==> config.mk <==
export PLATFORM = sky130hd
export DESIGN_NAME = timer_controller
export DESIGN_NICKNAME = d
export VERILOG_FILES = /design/src/rtl/timer_pkg.sv /design/src/rtl/timer_controller_tick_prescaler.sv /design/src/rtl/timer_controller.sv
export SDC_FILE = /design/constraint.sdc
export NUM_CORES = 1
export LEC_CHECK = 0
export CAP_MARGIN = 30
export CORE_AREA = 4 4 98 100
export CTS_CLUSTER_DIAMETER = 50
export DETAILED_ROUTE_END_ITERATION = 16
export DIE_AREA = 0 0 102 104
export PLACE_DENSITY = 0.79
export SYNTH_ARGS = -nofsm -noshare
export SYNTH_HDL_FRONTEND = slang
export SYNTH_SLANG_ARGS = --single-unit
==> constraint.sdc <==
create_clock -name clk -period 2.6 [get_ports clk]
set_input_delay 0.65 -clock clk [delete_from_list [all_inputs] [get_ports clk]]
set_output_delay 0.65 -clock clk [all_outputs]
set_load 0.05 [all_outputs]
==> src/rtl/timer_pkg.sv <==
// Shared timer definitions: FSM state encoding and default widths.
package timer_pkg;

   localparam int DEFAULT_WIDTH      = 32;
   localparam int DEFAULT_PRESCALE_W = 8;

   typedef enum logic [1:0] {
      IDLE = 2'd0,
      RUN  = 2'd1,
      HOLD = 2'd2,
      DONE = 2'd3
   } timer_state_e;

endpackage

==> src/rtl/timer_controller_tick_prescaler.sv <==
// Prescaler for the interval timer. It counts 0..divisor and produces a
// one-cycle enable on the edge where it wraps. The clear input has priority
// over freeze. The enable is combinational, so the owner acts on the same
// edge that wraps the prescaler.
module tick_prescaler
   import timer_pkg::*;
#(
   parameter int PRESCALE_W = DEFAULT_PRESCALE_W
) (
   input  logic                  clk,
   input  logic                  rst,
   input  logic                  clear,
   input  logic                  freeze,
   input  logic [PRESCALE_W-1:0] divisor,
   output logic                  enable
);

   logic [PRESCALE_W-1:0] count_reg;
   logic [PRESCALE_W-1:0] count_next;
   logic                  at_divisor;

   assign at_divisor = (count_reg == divisor);
   assign enable     = !clear && !freeze && at_divisor;

   // Next prescaler value: clear to zero, hold when frozen, else count/wrap.
   always_comb begin
      count_next = count_reg;
      if (clear) begin
         count_next = '0;
      end else if (!freeze) begin
         if (at_divisor) begin
            count_next = '0;
         end else begin
            count_next = count_reg + PRESCALE_W'(1);
         end
      end
   end

   // Prescaler register with asynchronous active-low reset.
   always_ff @(posedge clk or negedge rst) begin
      if (!rst) begin
         count_reg <= '0;
      end else begin
         count_reg <= count_next;
      end
   end

endmodule

==> src/rtl/timer_controller.sv <==
// Programmable interval timer. It owns the count register and sequences it
// through IDLE/RUN/HOLD/DONE, with a prescaled enable. Expiry can be one-shot
// or periodic, and each expiry gives a one-cycle tick. All outputs come
// straight from flops.
module timer_controller
   import timer_pkg::*;
#(
   parameter int WIDTH      = DEFAULT_WIDTH,
   parameter int PRESCALE_W = DEFAULT_PRESCALE_W
) (
   input  logic                  clk,
   input  logic                  rst,
   input  logic                  start,
   input  logic                  stop,
   input  logic                  hold,
   input  logic [WIDTH-1:0]      cfg_period,
   input  logic [PRESCALE_W-1:0] cfg_prescale,
   input  logic                  cfg_periodic,
   output logic [WIDTH-1:0]      count,
   output logic                  busy,
   output logic                  tick,
   output logic                  done
);

   timer_state_e          state_reg, state_next;
   logic [WIDTH-1:0]      count_reg, count_next;
   logic [WIDTH-1:0]      period_reg, period_next;
   logic [PRESCALE_W-1:0] prescale_reg, prescale_next;
   logic                  periodic_reg, periodic_next;
   logic                  tick_reg, tick_next;
   logic                  busy_reg, busy_next;
   logic                  done_reg, done_next;

   logic                  counting;
   logic                  presc_clear;
   logic                  presc_enable;

   // The timer advances only in RUN, or when HOLD is released. stop/start
   // pre-empt counting and restart the prescaler from zero.
   assign counting    = ((state_reg == RUN) || (state_reg == HOLD)) && !hold
                        && !stop && !start;
   assign presc_clear = stop || start;

   tick_prescaler #(
      .PRESCALE_W(PRESCALE_W)
   ) u_prescaler (
      .clk     (clk),
      .rst     (rst),
      .clear   (presc_clear),
      .freeze  (!counting),
      .divisor (prescale_reg),
      .enable  (presc_enable)
   );

   // Next-state, count, shadow and flag logic; priority stop > start > hold.
   always_comb begin
      state_next    = state_reg;
      count_next    = count_reg;
      period_next   = period_reg;
      prescale_next = prescale_reg;
      periodic_next = periodic_reg;
      tick_next     = 1'b0;

      if (stop) begin
         state_next = IDLE;
         count_next = '0;
      end else if (start) begin
         state_next    = RUN;
         count_next    = '0;
         period_next   = cfg_period;
         prescale_next = cfg_prescale;
         periodic_next = cfg_periodic;
      end else begin
         case (state_reg)
            RUN, HOLD: begin
               if (hold) begin
                  state_next = HOLD;
               end else begin
                  state_next = RUN;
                  if (presc_enable) begin
                     if (count_reg == period_reg) begin
                        tick_next = 1'b1;
                        if (periodic_reg) begin
                           count_next = '0;
                        end else begin
                           state_next = DONE;
                        end
                     end else begin
                        count_next = count_reg + WIDTH'(1);
                     end
                  end
               end
            end
            default: begin
               state_next = state_reg;
            end
         endcase
      end

      busy_next = (state_next == RUN) || (state_next == HOLD);
      done_next = (state_next == DONE);
   end

   // State, count, shadow configuration and output flags.
   always_ff @(posedge clk or negedge rst) begin
      if (!rst) begin
         state_reg    <= IDLE;
         count_reg    <= '0;
         period_reg   <= '0;
         prescale_reg <= '0;
         periodic_reg <= 1'b0;
         tick_reg     <= 1'b0;
         busy_reg     <= 1'b0;
         done_reg     <= 1'b0;
      end else begin
         state_reg    <= state_next;
         count_reg    <= count_next;
         period_reg   <= period_next;
         prescale_reg <= prescale_next;
         periodic_reg <= periodic_next;
         tick_reg     <= tick_next;
         busy_reg     <= busy_next;
         done_reg     <= done_next;
      end
   end

   assign count = count_reg;
   assign tick  = tick_reg;
   assign busy  = busy_reg;
   assign done  = done_reg;

endmodule

Word-level counts from Yosys, hierarchy flattened
Index checks and enable logic that the tools add are counted.
Widths: inputs -> output; s select.
{"block": "classes", "mux": 23, "bitwise": 1, "n_eq_ne": 9, "reduce_logical": 18, "add_sub_neg": 2}
{"op": "$mux 32", "n": 7}
{"op": "$add 32x1->32 const B", "n": 1}
{"op": "$eq 32x32->1", "n": 1}
{"op": "$mux 8", "n": 3}
{"op": "$mux 2", "n": 7}
{"op": "$add 8x1->8 const B", "n": 1}
{"op": "$eq 8x8->1", "n": 1}
{"op": "$eq 2x2->1 const B", "n": 3}
{"op": "$mux 1", "n": 6}
{"op": "$reduce_bool 3->1", "n": 2}
{"op": "$logic_and 1x1->1", "n": 5}
{"op": "$eq 2x1->1 const B", "n": 2}
{"op": "$logic_not 1->1", "n": 4}
{"op": "$ne 4x4->1 const B", "n": 1}
{"op": "$reduce_and 4->1", "n": 1}
{"op": "$logic_or 1x1->1", "n": 3}
{"op": "$ne 3x3->1 const B", "n": 1}
{"op": "$reduce_and 2->1", "n": 1}
{"op": "$reduce_bool 2->1", "n": 1}
{"op": "$reduce_or 2->1", "n": 1}
{"op": "$not 1->1", "n": 1}
{"block": "totals", "reg_bits": 86, "out_inout_bits": 35, "input_bits": 46, "wordCells": 62}

Longest topological paths before layout
Gate-level depths: netlist (run 1).
{"block": "logic_depth", "ltp_word": 14, "ltp_mapped": 9, "ltp_nobuf": 7}

Cells and area by module
Synthesis (run 1) repeated with hierarchy kept, for this count alone.
{"block": "hier_totals", "cells_unflattened": 435, "hier_area_um2": 4689.5}
{"module": "timer_controller", "area_per_inst_um2": 4137.7, "n_inst": 1, "cells_per_inst": 371}
{"module": "tick_prescaler", "area_per_inst_um2": 551.8, "n_inst": 1, "cells_per_inst": 64}

Least setup slack after synthesis (run 1)
No wires, ideal clock.
{"block": "synth_timing", "kind": "register to register", "start": "register count_reg[20] (netlist: count[20])", "end": "register busy_reg (netlist: busy)", "path_stages_with_launch": 9, "setup_time_ns": 0.126, "t_arrival_ns": 2.375, "path_buffers": 1, "path_slack_ns": 0.100, "period_less_slack_ns": 2.500, "cell_sequence": "dfrtp_1 > clkbuf_1 > xnor2_1 > nand4_1 > nor4_2 > nand2_1 > nor3_1 > o22a_1 > ha_1"}
{"block": "synth_via", "elab_chain_cells": 9, "word_cells_on_any_way": 10, "cone_classes": "3 x eq/ne; 6 x mux; 1 x reduce/logical"}
{"element": "from (decl)", "line_no": "timer_controller.sv:26", "source": "logic [WIDTH-1:0] count_reg, count_next;"}
{"element": "from (signal assigned)", "line_no": "timer_controller.sv:117", "source": "count_reg <= count_next;"}
{"element": "$eq 32x32->1 (*)", "line_no": "timer_controller.sv:81", "source": "if (count_reg == period_reg) begin"}
{"element": "$mux 2 (*)", "line_no": "timer_controller.sv:81"}
{"element": "$mux 2 (*)", "line_no": "timer_controller.sv:80", "source": "if (presc_enable) begin"}
{"element": "$mux 2 (*)", "line_no": "timer_controller.sv:76", "source": "if (hold) begin"}
{"element": "$mux 2 (*)", "line_no": "timer_controller.sv:74", "source": "case (state_reg)"}
{"element": "$mux 2 (*)", "line_no": "timer_controller.sv:67", "source": "end else if (start) begin"}
{"element": "$mux 2 (*)", "line_no": "timer_controller.sv:64", "source": "if (stop) begin"}
{"element": "net state_next[1]", "line_no": "timer_controller.sv:25", "source": "timer_state_e state_reg, state_next;"}
{"element": "$eq 2x1->1 / $eq 2x2->1 (equally long branches)", "line_no": "timer_controller.sv:100", "source": "busy_next = (state_next == RUN) || (state_next == HOLD);"}
{"element": "$logic_or 1x1->1 (*)", "line_no": "timer_controller.sv:100"}
{"element": "net busy_next", "line_no": "timer_controller.sv:31", "source": "logic busy_reg, busy_next;"}
{"element": "to (signal assigned)", "line_no": "timer_controller.sv:122", "source": "busy_reg <= busy_next;"}
{"element": "to (decl)", "line_no": "timer_controller.sv:31"}
Mark *: on every way through the listed nets, which the timed path passes. The rest lies on a longest branch.
A chain may end at the register's enable or synchronous reset.

Worst setup path in the final report (run 1)
{"block": "layout_timing", "start": "input port start", "end": "register count_reg[25] (netlist: count[25])"}
{"block": "layout_via", "elab_chain_cells": 6, "word_cells_on_any_way": 13, "cone_classes": "2 x eq/ne; 2 x mux; 9 x reduce/logical"}
{"element": "from (decl)", "line_no": "timer_controller.sv:13", "source": "input logic start,"}
{"element": "$logic_or 1x1->1 / $logic_not 1->1 (equally long branches)", "line_no": "timer_controller.sv:42, timer_controller.sv:41"}
{"element": "$logic_not 1->1 / $logic_and 1x1->1 (equally long branches)", "line_no": "timer_controller_tick_prescaler.sv:23, timer_controller.sv:41"}
{"element": "$logic_and 1x1->1 (2 in a row)", "line_no": "timer_controller_tick_prescaler.sv:23", "source": "assign enable = !clear && !freeze && at_divisor;"}
{"element": "$reduce_bool 3->1 (no source line)"}
{"element": "$reduce_and 4->1 (no source line)"}
Several ways; a longest one is shown, not always the timed one.

==> impl_metrics.ini, run 1 <==
[route]
wirelength_mm = 11.54
vias = 3846
route.detailed.drc = 0
firstDrtPassIters = 7
final_antenna_net_count = 0
vias_per_cell = 5.963
wl_per_cell_um = 17.88
drt_iter0_drc = 263

[worst_setup_path]
cpPeakStageDelay_ps = 440
crit_start = start
required_ps = 2860
worstPathArrival_ps = 2750
cp_slowest_cell = clkdlybuf4s50_1
r2r-end = count[24]$_DFFE_PN0P_
worstReg2RegStart = count[4]$_DFFE_PN0P_
cp_max_fo = 11
worstPathCellList = clkdlybuf4s50_1 > or2_1 > nor3_2 > or3b_1 > buf_4 > a21oi_4 > buf_4 > nand3_1 > o211ai_1
ff2ff_setup_slack_ps = 330
worstSetupPathType = input pin to flip-flop
critPathLaunchType = input pin
critPathCapture = count[25]$_DFFE_PN0P_
reg2reg_depth = 8
crit_top_cell = buf_4
cp-end-kind = flip-flop

[run_status]
status = finished clean

[finish]
synthToLayoutAreaGrowth_pct = 26.07
drive_gt1_share_pct = 16.01
final_cell_mix = 86 x dfrtp_1, 79 x clkdlybuf4s50_1, 59 x nand3_1, 42 x xnor2_1, 41 x mux2_2
fin_nets = 582
finalNonFillerCells = 645
antennaDiodeCount = 0
post-route-util_pct = 65.60
fill_cells = 705
final_common_cell = dfrtp_1

[timing]
period_needed_ps = 2485
setup_violations = 0
finClkSkew_ps = 9.603
tightest_slew_ps = 517.7
holdWs_ps = 263.6
timing.final.crit_share_pct = 95.57
hold_viol = 0
slew_violations = 0
relSlewSlack_pct = 65.38
rsz0062_at_grt = false
fmax_mhz = 402.4

[die]
die_w_um = 102
io_pins = 81
die_h_um = 104
start_util_pct = 52.03
coreArea_sq_mm = 0.008678
dieArea_sq_mm = 0.01061
rows = 34

[clock_network]
clk_latency_ps = 350
cts_tree = built
numCtsBuffers = 9
clk_pin_slew_ps = 80
clockBufferDepth = 2
clock_sinks = 86
cts_setup_buffers = 0
ctsResizeCount = 0
h-tree-depth = 3
clock_tree.root_cell = clkbuf_8
hold_buffers = 0

[global_route]
busiest_layer = met2
grt_pass1_wl_mm = 19.22
globalRouteMet1Util_pct = 31.81
antenna_found_initial = 0
met3_usage_pct = 4.628
grt_pass1_vias = 3788
grt-ovfl-total = 0
grtUsageTotal_pct = 22.74
grt_max_degree = 50
grt_use_met2_pct = 35.10

[placement]
dp_cells = 630
portBuffers = 80
place.gp.congestion = 0.9025
place.detailed.hpwl_mm = 8.516

[synthesis]
yosysSeqAreaShare_pct = 47.66
syn_area_sq_mm = 0.004516
avgSynthCellArea_sq_um = 10.10
synth_nets = 496
ys_ff_latch = 86
ys_types = 45
yosys_warnings = 0
syn_inst = 447

[power_and_ir_drop]
ir_drop_uv = 229.5
p_per_area_mw_per_mm2 = 481.0
leakage_uw = 0.002261

[worst_hold_path]
holdCritPathClass = input pin to asynchronous set/reset pin

[flow_run]
max-cap-violations = 0
[critical path: cells and delay by family]
kind / cells / cell delay, ps
AOI/OAI and AO/OA: 2 / 350
buffers and inverters: 3 / 830
and+or+nand+nor: 4 / 930
[cell families (layout without fill, tap and decap cells)]
kind of cell / count (synthesis) / in the layout / share of synthesized area (%)
simple gates: 187 / 187 / 21.14
flops: 86 / 86 / 47.66
compound gates: 51 / 51 / 7.842
xor+xnor: 43 / 43 / 8.340
mux: 43 / 43 / 10.67
buf+inv: 33 / 123 / 3.297
fa+ha+maj: 4 / 4 / 1.053
[where the power goes]
| part | total [uW] | internal, uW | leakage [uW] | switching (uW) |
|---|---|---|---|---|
| Sequential | 1510 | 1440 | 0.00111 | 79.2 |
| Combinational | 377 | 227 | 0.00107 | 150 |
| Clock | 846 | 395 | 0.0000865 | 451 |
[layout make-up]
| class | count | area (sq um) | share of cell area, % |
|---|---|---|---|
| multi-input combinational | 328 | 2222 | 39.03 |
| clock buffer | 14 | 162.7 | 2.857 |
| timing repair buffer | 100 | 985.9 | 17.32 |
| clock inverter | 1 | 5.005 | 0.08791 |
| inverter | 8 | 30.03 | 0.5275 |
| sequential | 86 | 2152 | 37.80 |
| tap | 108 | 135.1 | 2.374 |
[Yosys cell counts, drive strengths merged]
master  count  area (sq um)
dfrtp      86          2152
nand3      59         295.3
xnor2      42         367.9
mux2       41         461.7
nand2      40         150.1
nor2       28         105.1
o21ai      17         85.08
clkbuf     16         61.30
nand4      15         93.84
and3       10         62.56
buf         9         57.55
o211ai      9         67.56
a21oi       8         51.30
inv         8         30.03
nor3        8         45.04
nor4        6         56.31
and2        5         33.78
or2         5         31.28
a221o       3         30.03
a22o        3         26.28
a22oi       3         22.52
ha          3         37.54
nand2b      3         18.77
a31oi       2         12.51
and4        2         17.52
mux2i       2         20.02
nor2b       2         12.51
or3b        2         17.52
a31o        1         17.52
maj3        1         10.01
nand4b      1         8.760
o21a        1         7.510
o22a        1         8.760
o311ai      1         8.760
o31ai       1         7.510
o41ai       1         8.760
or3         1         6.260
xor2        1         8.760
[stage by stage]
step / cell area [sq um] / worst slack, ps / TNS (ps) / power [uW]
2_1_floorplan: 4516 / 99.50 / 0 / 1739
3_3_place_gp: 5525 / -153.4 / -2331 / 1900
3_5_place_dp: 5525 / -218.8 / -4247 / 1921
4_1_cts: 5693 / 146.7 / 0 / 2749
5_1_grt: 5693 / 18.42 / 0 / 2861
6_report: 5693 / 115.1 / 0 / 2738
[worst min path at each step]
stage	slack, ps	startpoint	cells past startpoint	end
6_report	260	rst	1	count[28]$_DFFE_PN0P_
5_1_grt	290	rst	1	period_reg[28]$_DFFE_PN0P_
4_1_cts	280	rst	1	count[25]$_DFFE_PN0P_
3_5_place_dp	520	period_reg[13]$_DFFE_PN0P_	1	period_reg[13]$_DFFE_PN0P_
3_3_place_gp	510	u_prescaler.count_reg[6]$_DFFE_PN0P_	1	u_prescaler.count_reg[6]$_DFFE_PN0P_
2_1_floorplan	350	rst	0	busy$_DFF_PN0_
[routing by layer]
| metal | routed length [um] | part of all wire (%) |
|---|---|---|
| met2 | 5587 | 48 |
| met1 | 4744 | 41 |
| met4 | 309 | 2.7 |
| met5 | 0 | 0 |
| met3 | 893 | 7.7 |
(Power assumes the default switching activity.)
==> inputs of run 2 (changes only) <==
==> constraint.sdc (replaced) <==
create_clock -name clk -period 2.4 [get_ports clk]
set_input_delay 0.6 -clock clk [delete_from_list [all_inputs] [get_ports clk]]
set_output_delay 0.6 -clock clk [all_outputs]
set_load 0.05 [all_outputs]
==> impl_metrics.ini, run 2 (synthesis gave the netlist of run 1 again) <==
[run_status]
status = finished clean

[worst_setup_path]
cp_max_fo = 7
worstSetupPathType = flip-flop to output port
required_ps = 1800
ff2ff_setup_slack_ps = 140
critPathLaunchType = flip-flop
worstPathArrival_ps = 1770
cp-end-kind = output port

[flow_run]
max-cap-violations = 0

[die]
die_h_um = 104
rows = 34
coreArea_sq_mm = 0.008678
start_util_pct = 52.03
die_w_um = 102
dieArea_sq_mm = 0.01061
io_pins = 81

[finish]
multi_input_area_sq_mm = 0.002271
final_common_cell = dfrtp_1
fin_nets = 593
stdcell_area_sq_mm = 0.005886
seqCellArea_sq_mm = 0.002158
fill_cells = 691
final_cell_mix = 81 x dfrtp_1, 73 x clkdlybuf4s50_1, 59 x nand3_1, 41 x mux2_2, 40 x nand2_1
drive_gt1_share_pct = 20.22
antennaDiodeCount = 0
synthToLayoutAreaGrowth_pct = 30.34

[route]
top_layer = met4
wl_per_cell_um = 17.48
wl_met1_mm = 4.788
drt_iter0_drc = 297
route.detailed.drc = 0
vias = 3888
firstDrtPassIters = 5
wl_met2_mm = 5.361
wirelength_mm = 11.48
met3_length_mm = 1.031
final_antenna_net_count = 0
vias_per_cell = 5.918

[power_and_ir_drop]
switching_share_pct = 24.90
ir_drop_uv = 419.8
pwr-share-seq_pct = 53.0
power_frac_clock_pct = 33.5
p_switching_uw = 768.3
leakage_uw = 0.002448
power_frac_comb_pct = 13.6
total_power_uw = 3085
p_per_area_mw_per_mm2 = 524.2
internal_power_uw = 2317

[placement]
place.detailed.hpwl_mm = 8.519
portBuffers = 80
place.gp.congestion = 0.9026
postPlaceCellArea_sq_mm = 0.005605

[clock_network]
h-tree-depth = 3
clock_sinks = 86
numCtsBuffers = 9
cts_tree = built
clk_pin_slew_ps = 90
clockBufferDepth = 2
clk_latency_ps = 360
clock_tree.root_cell = clkbuf_8

[timing]
tightest_slew_ps = 617.0
timing.final.crit_share_pct = 98.72
setup_violations = 0
hold_viol = 0
finClkSkew_ps = 12.52
period_needed_ps = 2369
fin_tns_setup_ps = 0
holdWs_ps = 239.4
fmax_mhz = 422.1
relSlewSlack_pct = 58.72
slew_violations = 0

[global_route]
grt_pass1_vias = 3822
antenna_found_initial = 0
grt_max_degree = 45
grt-ovfl-total = 0
grt_pass1_wl_mm = 18.86
grtUsageTotal_pct = 22.26

[worst_hold_path]
holdCritPathClass = input pin to asynchronous set/reset pin
==> run 2: cell types whose count changed in the layout (fill, tap and decap cells not counted), moves of 2 or more <==
cell,before,now
buf_4,18,27
dfrtp_2,0,5
clkbuf_1,3,1
clkdlybuf4s50_1,79,73
xnor2_2,0,3
clkinvlp_4,0,2
buf_6,0,2
dlymetal6s2s_1,0,6
xnor2_1,42,39
dfrtp_1,86,81
==> run 2: final timing paths <==
| kind | startpoint | end | depth (start not counted) |
|---|---|---|---|
| hold reg to reg | prescale_reg[4]$_DFFE_PN0P_ | prescale_reg[4]$_DFFE_PN0P_ | 1 |
| max in group asynchronous | rst | period_reg[20]$_DFFE_PN0P_ | 2 |
| min in group clk | prescale_reg[4]$_DFFE_PN0P_ | prescale_reg[4]$_DFFE_PN0P_ | 1 |
| setup / recovery | count[20]$_DFFE_PN0P_ | count[20] | 2 |
| hold / removal | rst | count[10]$_DFFE_PN0P_ | 1 |
| setup reg to reg | count[22]$_DFFE_PN0P_ | count[27]$_DFFE_PN0P_ | 8 |
==> run 2: routing by layer <==
layer / vias to the layer above / global-route usage, %
met5: - / 0
met4: 0 / 8.810
met3: 25 / 4.359
met2: 186 / 33.75
met1: 1896 / 31.20
li1: 1781 / -
==> run 2: power groups by stage <==
stage / combinational [uW] / clock, uW / sequential [uW]
final: 419 / 1030 / 1630
after global routing: 458 / 1110 / 1650
after CTS: 417 / 1040 / 1630
after detailed placement: 415 / 0 / 1660
after global placement: 404 / 0 / 1660
after floorplan: 238 / 0 / 1650
==> run 2: critical path, cell delays in order (launching register included) <==
cell	delay (ps)
dfrtp_1	430
buf_4	180
clkdlybuf4s50_1	810
==> run 2: repair_timing <==
item / CTS / global route
buffers inserted: 1 / 2
pin swaps: 2 / 4
gates resized for setup: 2 / 13
hold buffers: 0 / 0
endpoints found under the setup margin: 2 / 32
==> run 2: cell type report <==
cell class | instances | area share [%]
multi-input cells | 328 | 38.58
well taps | 108 | 2.296
clock inverters | 5 | 0.9992
inverters | 8 | 0.5102
flip-flops and latches | 86 | 36.67
repair buffers | 111 | 18.54
clock buffers | 11 | 2.402
==> run 2: per-stage QoR <==
| stage | util, % | setup slack (ps) | std cells |
|---|---|---|---|
| finish | 67.82 | 30.73 | 657 |
| floorplan | - | -31.41 | 447 |
| detailed placement | 64.59 | -413.4 | 638 |
| CTS | 67.06 | 5.294 | 655 |
| global route | 67.82 | -24.40 | 657 |
| global placement | 64.59 | -302.7 | 638 |
==> inputs of run 3 (changes only) <==
--- a/config.mk
+++ b/config.mk
@@ -7,7 +7,6 @@
 export LEC_CHECK = 0
 export CAP_MARGIN = 30
 export CORE_AREA = 4 4 98 100
-export CTS_CLUSTER_DIAMETER = 50
 export DETAILED_ROUTE_END_ITERATION = 16
 export DIE_AREA = 0 0 102 104
 export PLACE_DENSITY = 0.79
==> results of run 3 <==
Same layout as run 2: the final DEF is identical, and so are final timing and power.
